--- src/rtl/sr_reg_bank.sv ---
// Bank of WIDTH independent SR storage bits with a selectable S=R=1 policy,
// per-channel edge pulses, sticky conflict flags and a saturating conflict counter.
module sr_reg_bank #(
  parameter int unsigned      WIDTH     = 8,
  parameter int unsigned      MODE      = 0,
  parameter logic [WIDTH-1:0] RESET_VAL = '0,
  parameter int unsigned      CNT_W     = 8
) (
  input  logic             clk,
  input  logic             reset,
  input  logic             en,
  input  logic [WIDTH-1:0] S,
  input  logic [WIDTH-1:0] R,
  input  logic             clr_err,
  output logic [WIDTH-1:0] Q,
  output logic [WIDTH-1:0] Qbar,
  output logic [WIDTH-1:0] rise,
  output logic [WIDTH-1:0] fall,
  output logic [WIDTH-1:0] err_mask,
  output logic             err,
  output logic [CNT_W-1:0] conflict_cnt
);

  logic [WIDTH-1:0] r_q;
  logic [WIDTH-1:0] r_rise;
  logic [WIDTH-1:0] r_fall;
  logic [WIDTH-1:0] r_err_mask;
  logic [CNT_W-1:0] r_cnt;

  logic [WIDTH-1:0] w_q_next;
  logic [WIDTH-1:0] w_conflict;
  logic             w_any_conflict;
  logic [CNT_W-1:0] w_cnt_next;

  always_comb begin
    w_q_next = r_q;
    if (en) begin
      for (int unsigned i = 0; i < WIDTH; i++) begin
        case ({S[i], R[i]})
          2'b01:   w_q_next[i] = 1'b0;
          2'b10:   w_q_next[i] = 1'b1;
          2'b11: begin
            case (MODE)
              1:       w_q_next[i] = 1'b1;
              2:       w_q_next[i] = 1'b0;
              3:       w_q_next[i] = ~r_q[i];
              default: w_q_next[i] = r_q[i];
            endcase
          end
          default: w_q_next[i] = r_q[i];
        endcase
      end
    end
  end

  assign w_conflict     = en ? (S & R) : '0;
  assign w_any_conflict = |w_conflict;

  // A clear in the same cycle as a conflict restarts the count at 1, not 0.
  always_comb begin
    w_cnt_next = r_cnt;
    if (clr_err) begin
      w_cnt_next = w_any_conflict ? CNT_W'(1) : '0;
    end else if (w_any_conflict && (r_cnt != '1)) begin
      w_cnt_next = r_cnt + CNT_W'(1);
    end
  end

  always_ff @(posedge clk) begin
    if (reset) begin
      r_q        <= RESET_VAL;
      r_rise     <= '0;
      r_fall     <= '0;
      r_err_mask <= '0;
      r_cnt      <= '0;
    end else begin
      r_q        <= w_q_next;
      r_rise     <= w_q_next & ~r_q;
      r_fall     <= r_q & ~w_q_next;
      r_err_mask <= clr_err ? w_conflict : (r_err_mask | w_conflict);
      r_cnt      <= w_cnt_next;
    end
  end

  assign Q            = r_q;
  assign Qbar         = ~r_q;
  assign rise         = r_rise;
  assign fall         = r_fall;
  assign err_mask     = r_err_mask;
  assign err          = |r_err_mask;
  assign conflict_cnt = r_cnt;

endmodule

--- config.mk ---
export PLATFORM = sky130hd
export DESIGN_NAME = sr_reg_bank
export DESIGN_NICKNAME = d
export VERILOG_FILES = /design/src/rtl/sr_reg_bank.sv
export SDC_FILE = /design/constraint.sdc
export NUM_CORES = 1
export LEC_CHECK = 0
export CELL_PAD_IN_SITES_DETAIL_PLACEMENT = 1
export CELL_PAD_IN_SITES_GLOBAL_PLACEMENT = 2
export CORE_MARGIN = 5
export CORE_UTILIZATION = 22
export DETAILED_ROUTE_END_ITERATION = 8
export PLACE_DENSITY_LB_ADDON = 0.1
export SLEW_MARGIN = 40
export SYNTH_ARGS = -nofsm -noshare
export SYNTH_HDL_FRONTEND = slang
export SYNTH_SLANG_ARGS = --single-unit
--- constraint.sdc ---
create_clock -name clk -period 2.1 [get_ports clk]
set_input_delay 0.63 -clock clk [delete_from_list [all_inputs] [get_ports clk]]
set_output_delay 0.63 -clock clk [all_outputs]
set_load 0.05 [all_outputs]
==> impl_metrics.json, run 1 <==
{
  "status": "complete, no violations",
  "routed_wl_mm": 5.50,
  "syn_area_um2": 1740,
  "r2r_cells": 4,
  "grt_max_degree": 26,
  "start_util_pct": 22.5,
  "wl_per_cell_um": 14.3,
  "ant_nets": 0,
  "holdCritStartpoint": "Q[7]$_SDFF_PP0_",
  "via_per_inst": 4.42,
  "clk_latency_ns": 0.29,
  "slowest_stage": "or4_4",
  "syn_to_final_growth_pct": 56.3,
  "leakage_nw": 1.27,
  "antenna_found_initial": 0,
  "syn_avg_cell_area_um2": 9.12,
  "cp_cell_sequence": "dlygate4sd2_1 -> ha_2 -> or4_4 -> o21a_1 -> a2111o_1 -> o31ai_1",
  "critical-path-max-stage-delay_ns": 0.54,
  "dpl.hpwl_mm": 4.30,
  "rows": 32,
  "fillers": 893,
  "cts_max_level": 2,
  "timing.final.crit_share_pct": 97.5,
  "drv_slew": 0,
  "root_buffer": "clkbuf_8",
  "ir_worst_vdd_mv": 0.292,
  "path_clk_slew_ns": 0.08,
  "layout_min_cycle_time_ns": 2.05,
  "drive_gt1_share_pct": 29.8,
  "worstSetupEndpointType": "flip-flop",
  "synth_cell_types": 28,
  "coreArea_um2": 7730,
  "antennaDiodeCount": 0,
  "cts_tree": "built",
  "synth_nets": 228,
  "skew_ns": 0.00876,
  "cp.required_ns": 2.31,
  "critPathMaxFanout": 2,
  "synth_seq_cells": 40,
  "ios": 69,
  "drt_iter0_markers": 43,
  "vias": 1698,
  "clock.fmax_ghz": 0.489,
  "dieWidth_um": 99.0,
  "drc": 0,
  "clockBufferDepth": 2,
  "criticalPathCategory": "in2reg",
  "critPathArrivalTime_ns": 2.26,
  "grt_pass1_vias": 1789,
  "max_cap_violations": 0,
  "numPortBuffers": 68,
  "cts_hold_buf": 0,
  "powerDensity_nw_per_um2": 673,
  "min_path_cells": 1,
  "grt_pass1_wl_mm": 9.27,
  "setup_tns_ns": 0,
  "ff2ff_setup_slack_ns": 0.38,
  "yosysSeqAreaShare_pct": 46.0,
  "dieArea_um2": 9800,
  "yosysWarningCount": 0,
  "drt-pass1-iter-count": 4,
  "worst_pin_slew_ns": 0.526,
  "synth_cells": 191,
  "final_nets": 318,
  "max_slew_margin_pct": 64.9,
  "globalRouteTotalUtil_pct": 11.8,
  "hold_viol_final": 0,
  "grt.overflow.total": 0,
  "hp-class": "reg2reg",
  "cts_buffers": 5,
  "total_power_mw": 1.83,
  "r2r-end": "conflict_cnt[6]$_SDFFE_PP0P_",
  "min_to": "rise[7]$_SDFF_PP0_",
  "die-height_um": 99.0,
  "cts_sinks": 40,
  "fin_util_pct": 35.2,
  "start_kind": "input pin",
  "setup_viol_count_final": 0,
  "gp_congestion": 0.692,
  "r2r-start": "conflict_cnt[0]$_SDFFE_PP0P_",
  "rsz0062_at_grt": "true"
}
==> where the power goes <==
part | internal, mW | total, mW | switching [mW] | leakage, nW
Clock | 0.420 | 0.697 | 0.278 | 0.0645
Combinational | 0.129 | 0.340 | 0.211 | 0.878
Sequential | 0.778 | 0.793 | 0.0152 | 0.324
Total | 1.33 | 1.83 | 0.504 | 1.27
==> state kept, by name, summed over array words and instances, names as in the netlist <==
| signal | count |
|---|---|
| conflict_cnt | 8 |
| rise | 8 |
| fall | 8 |
| err_mask | 8 |
| Q | 8 |
==> logic make-up (layout without fill, tap and decap cells) <==
group           count (synthesis)  in the layout  synth area share [%]
flops                          40             40                  46.0
mux                             4              4                  2.30
simple gates                   63             63                  19.0
compound gates                 35             35                  13.6
buf+inv                        32            123                  6.90
fa+ha+maj                      17             17                  12.2
==> cell usage in the layout, fill, tap and decap left out, drive strengths merged, types with 8 or more instances in the layout <==
master,n
dlygate4sd2,16
clkdlybuf4s50,8
nor3,8
nor4,12
buf,63
dfxtp,40
a22oi,8
ha,17
nor2,18
a21oi,9
inv,26
==> cell type report <==
class,count,area [um2],area share [%]
Inverter,26,97.6,3.59
Multi-Input combinational cell,119,847,31.1
Clock inverter,1,30.0,1.10
Tap cell,102,128,4.69
Sequential cell,40,801,29.4
Timing Repair Buffer,89,722,26.5
Clock buffer,7,96.3,3.54
==> critical path: cells and delay by family <==
family | cells | cell delay, ns
AOI/OAI and AO/OA | 3 | 0.62
buffers and inverters | 1 | 0.25
and+or+nand+nor | 1 | 0.54
adders and majority gates | 1 | 0.20
==> repair_timing <==
action                     4_1_cts  5_1_grt
pin swaps                       10        2
setup buffers                    4        0
setup endpoints to repair        8        5
gates resized for setup         25        3
==> cells in the mapped netlist <==
cell / n / area [um2]
a21boi_0: 1 / 7.51
nor4_1: 12 / 75.1
inv_1: 26 / 97.6
a31oi_1: 7 / 43.8
a22oi_1: 8 / 60.1
clkbuf_1: 6 / 22.5
or4_1: 1 / 7.51
a2111o_1: 1 / 11.3
o21ai_2: 1 / 8.76
a21boi_1: 1 / 7.51
mux2i_1: 4 / 40.0
or4_4: 2 / 22.5
ha_1: 17 / 213
o211a_1: 1 / 10.0
nand2b_1: 2 / 12.5
o21ai_0: 1 / 5.00
dfxtp_1: 40 / 801
o21a_1: 1 / 7.51
o31ai_1: 3 / 22.5
o2111ai_1: 1 / 8.76
nor2_1: 18 / 67.6
or4b_2: 1 / 10.0
a21oi_1: 9 / 45.0
nand3_1: 7 / 35.0
nand2_1: 6 / 22.5
nor3_1: 8 / 40.0
or3_1: 3 / 18.8
and3_1: 3 / 18.8
==> metal layers <==
| metal | part of all wire (%) | global-route usage [%] |
|---|---|---|
| met1 | 43 | 13.9 |
| met2 | 51 | 20.5 |
| met3 | 6.0 | 3.96 |
| met4 | 0.56 | 2.84 |
| met5 | 0 | 0 |
==> stage by stage <==
stage	cells	area, um2	hold WS, ns	setup WS (ns)
after floorplan	191	1740	0.677	0.0252
after global placement	372	2550	0.454	-0.495
after detailed placement	372	2550	0.455	-0.526
after CTS	384	2710	0.468	0.00351
after global routing	384	2720	0.494	-0.0129
final	384	2720	0.459	0.0534
==> worst max path at each step <==
stage | endpoint | slack, ns | start
floorplan | conflict_cnt[0]$_SDFFE_PP0P_ | 0.03 | R[3]
global placement | conflict_cnt[4]$_SDFFE_PP0P_ | -0.49 | R[5]
detailed placement | conflict_cnt[4]$_SDFFE_PP0P_ | -0.53 | R[5]
CTS | conflict_cnt[4]$_SDFFE_PP0P_ | 0.004 | S[5]
global route | conflict_cnt[4]$_SDFFE_PP0P_ | -0.01 | S[3]
finish | conflict_cnt[0]$_SDFFE_PP0P_ | 0.05 | S[3]
Note: power is estimated with default switching activity, not from simulation.
==> run 2: changes to the inputs <==
--- a/config.mk
+++ b/config.mk
@@ -11,7 +11,6 @@
 export CORE_UTILIZATION = 22
 export DETAILED_ROUTE_END_ITERATION = 8
 export PLACE_DENSITY_LB_ADDON = 0.1
-export SLEW_MARGIN = 40
 export SYNTH_ARGS = -nofsm -noshare
 export SYNTH_HDL_FRONTEND = slang
 export SYNTH_SLANG_ARGS = --single-unit
==> results of run 2 <==
The final DEF is identical to that of run 1; final timing and power are the same.
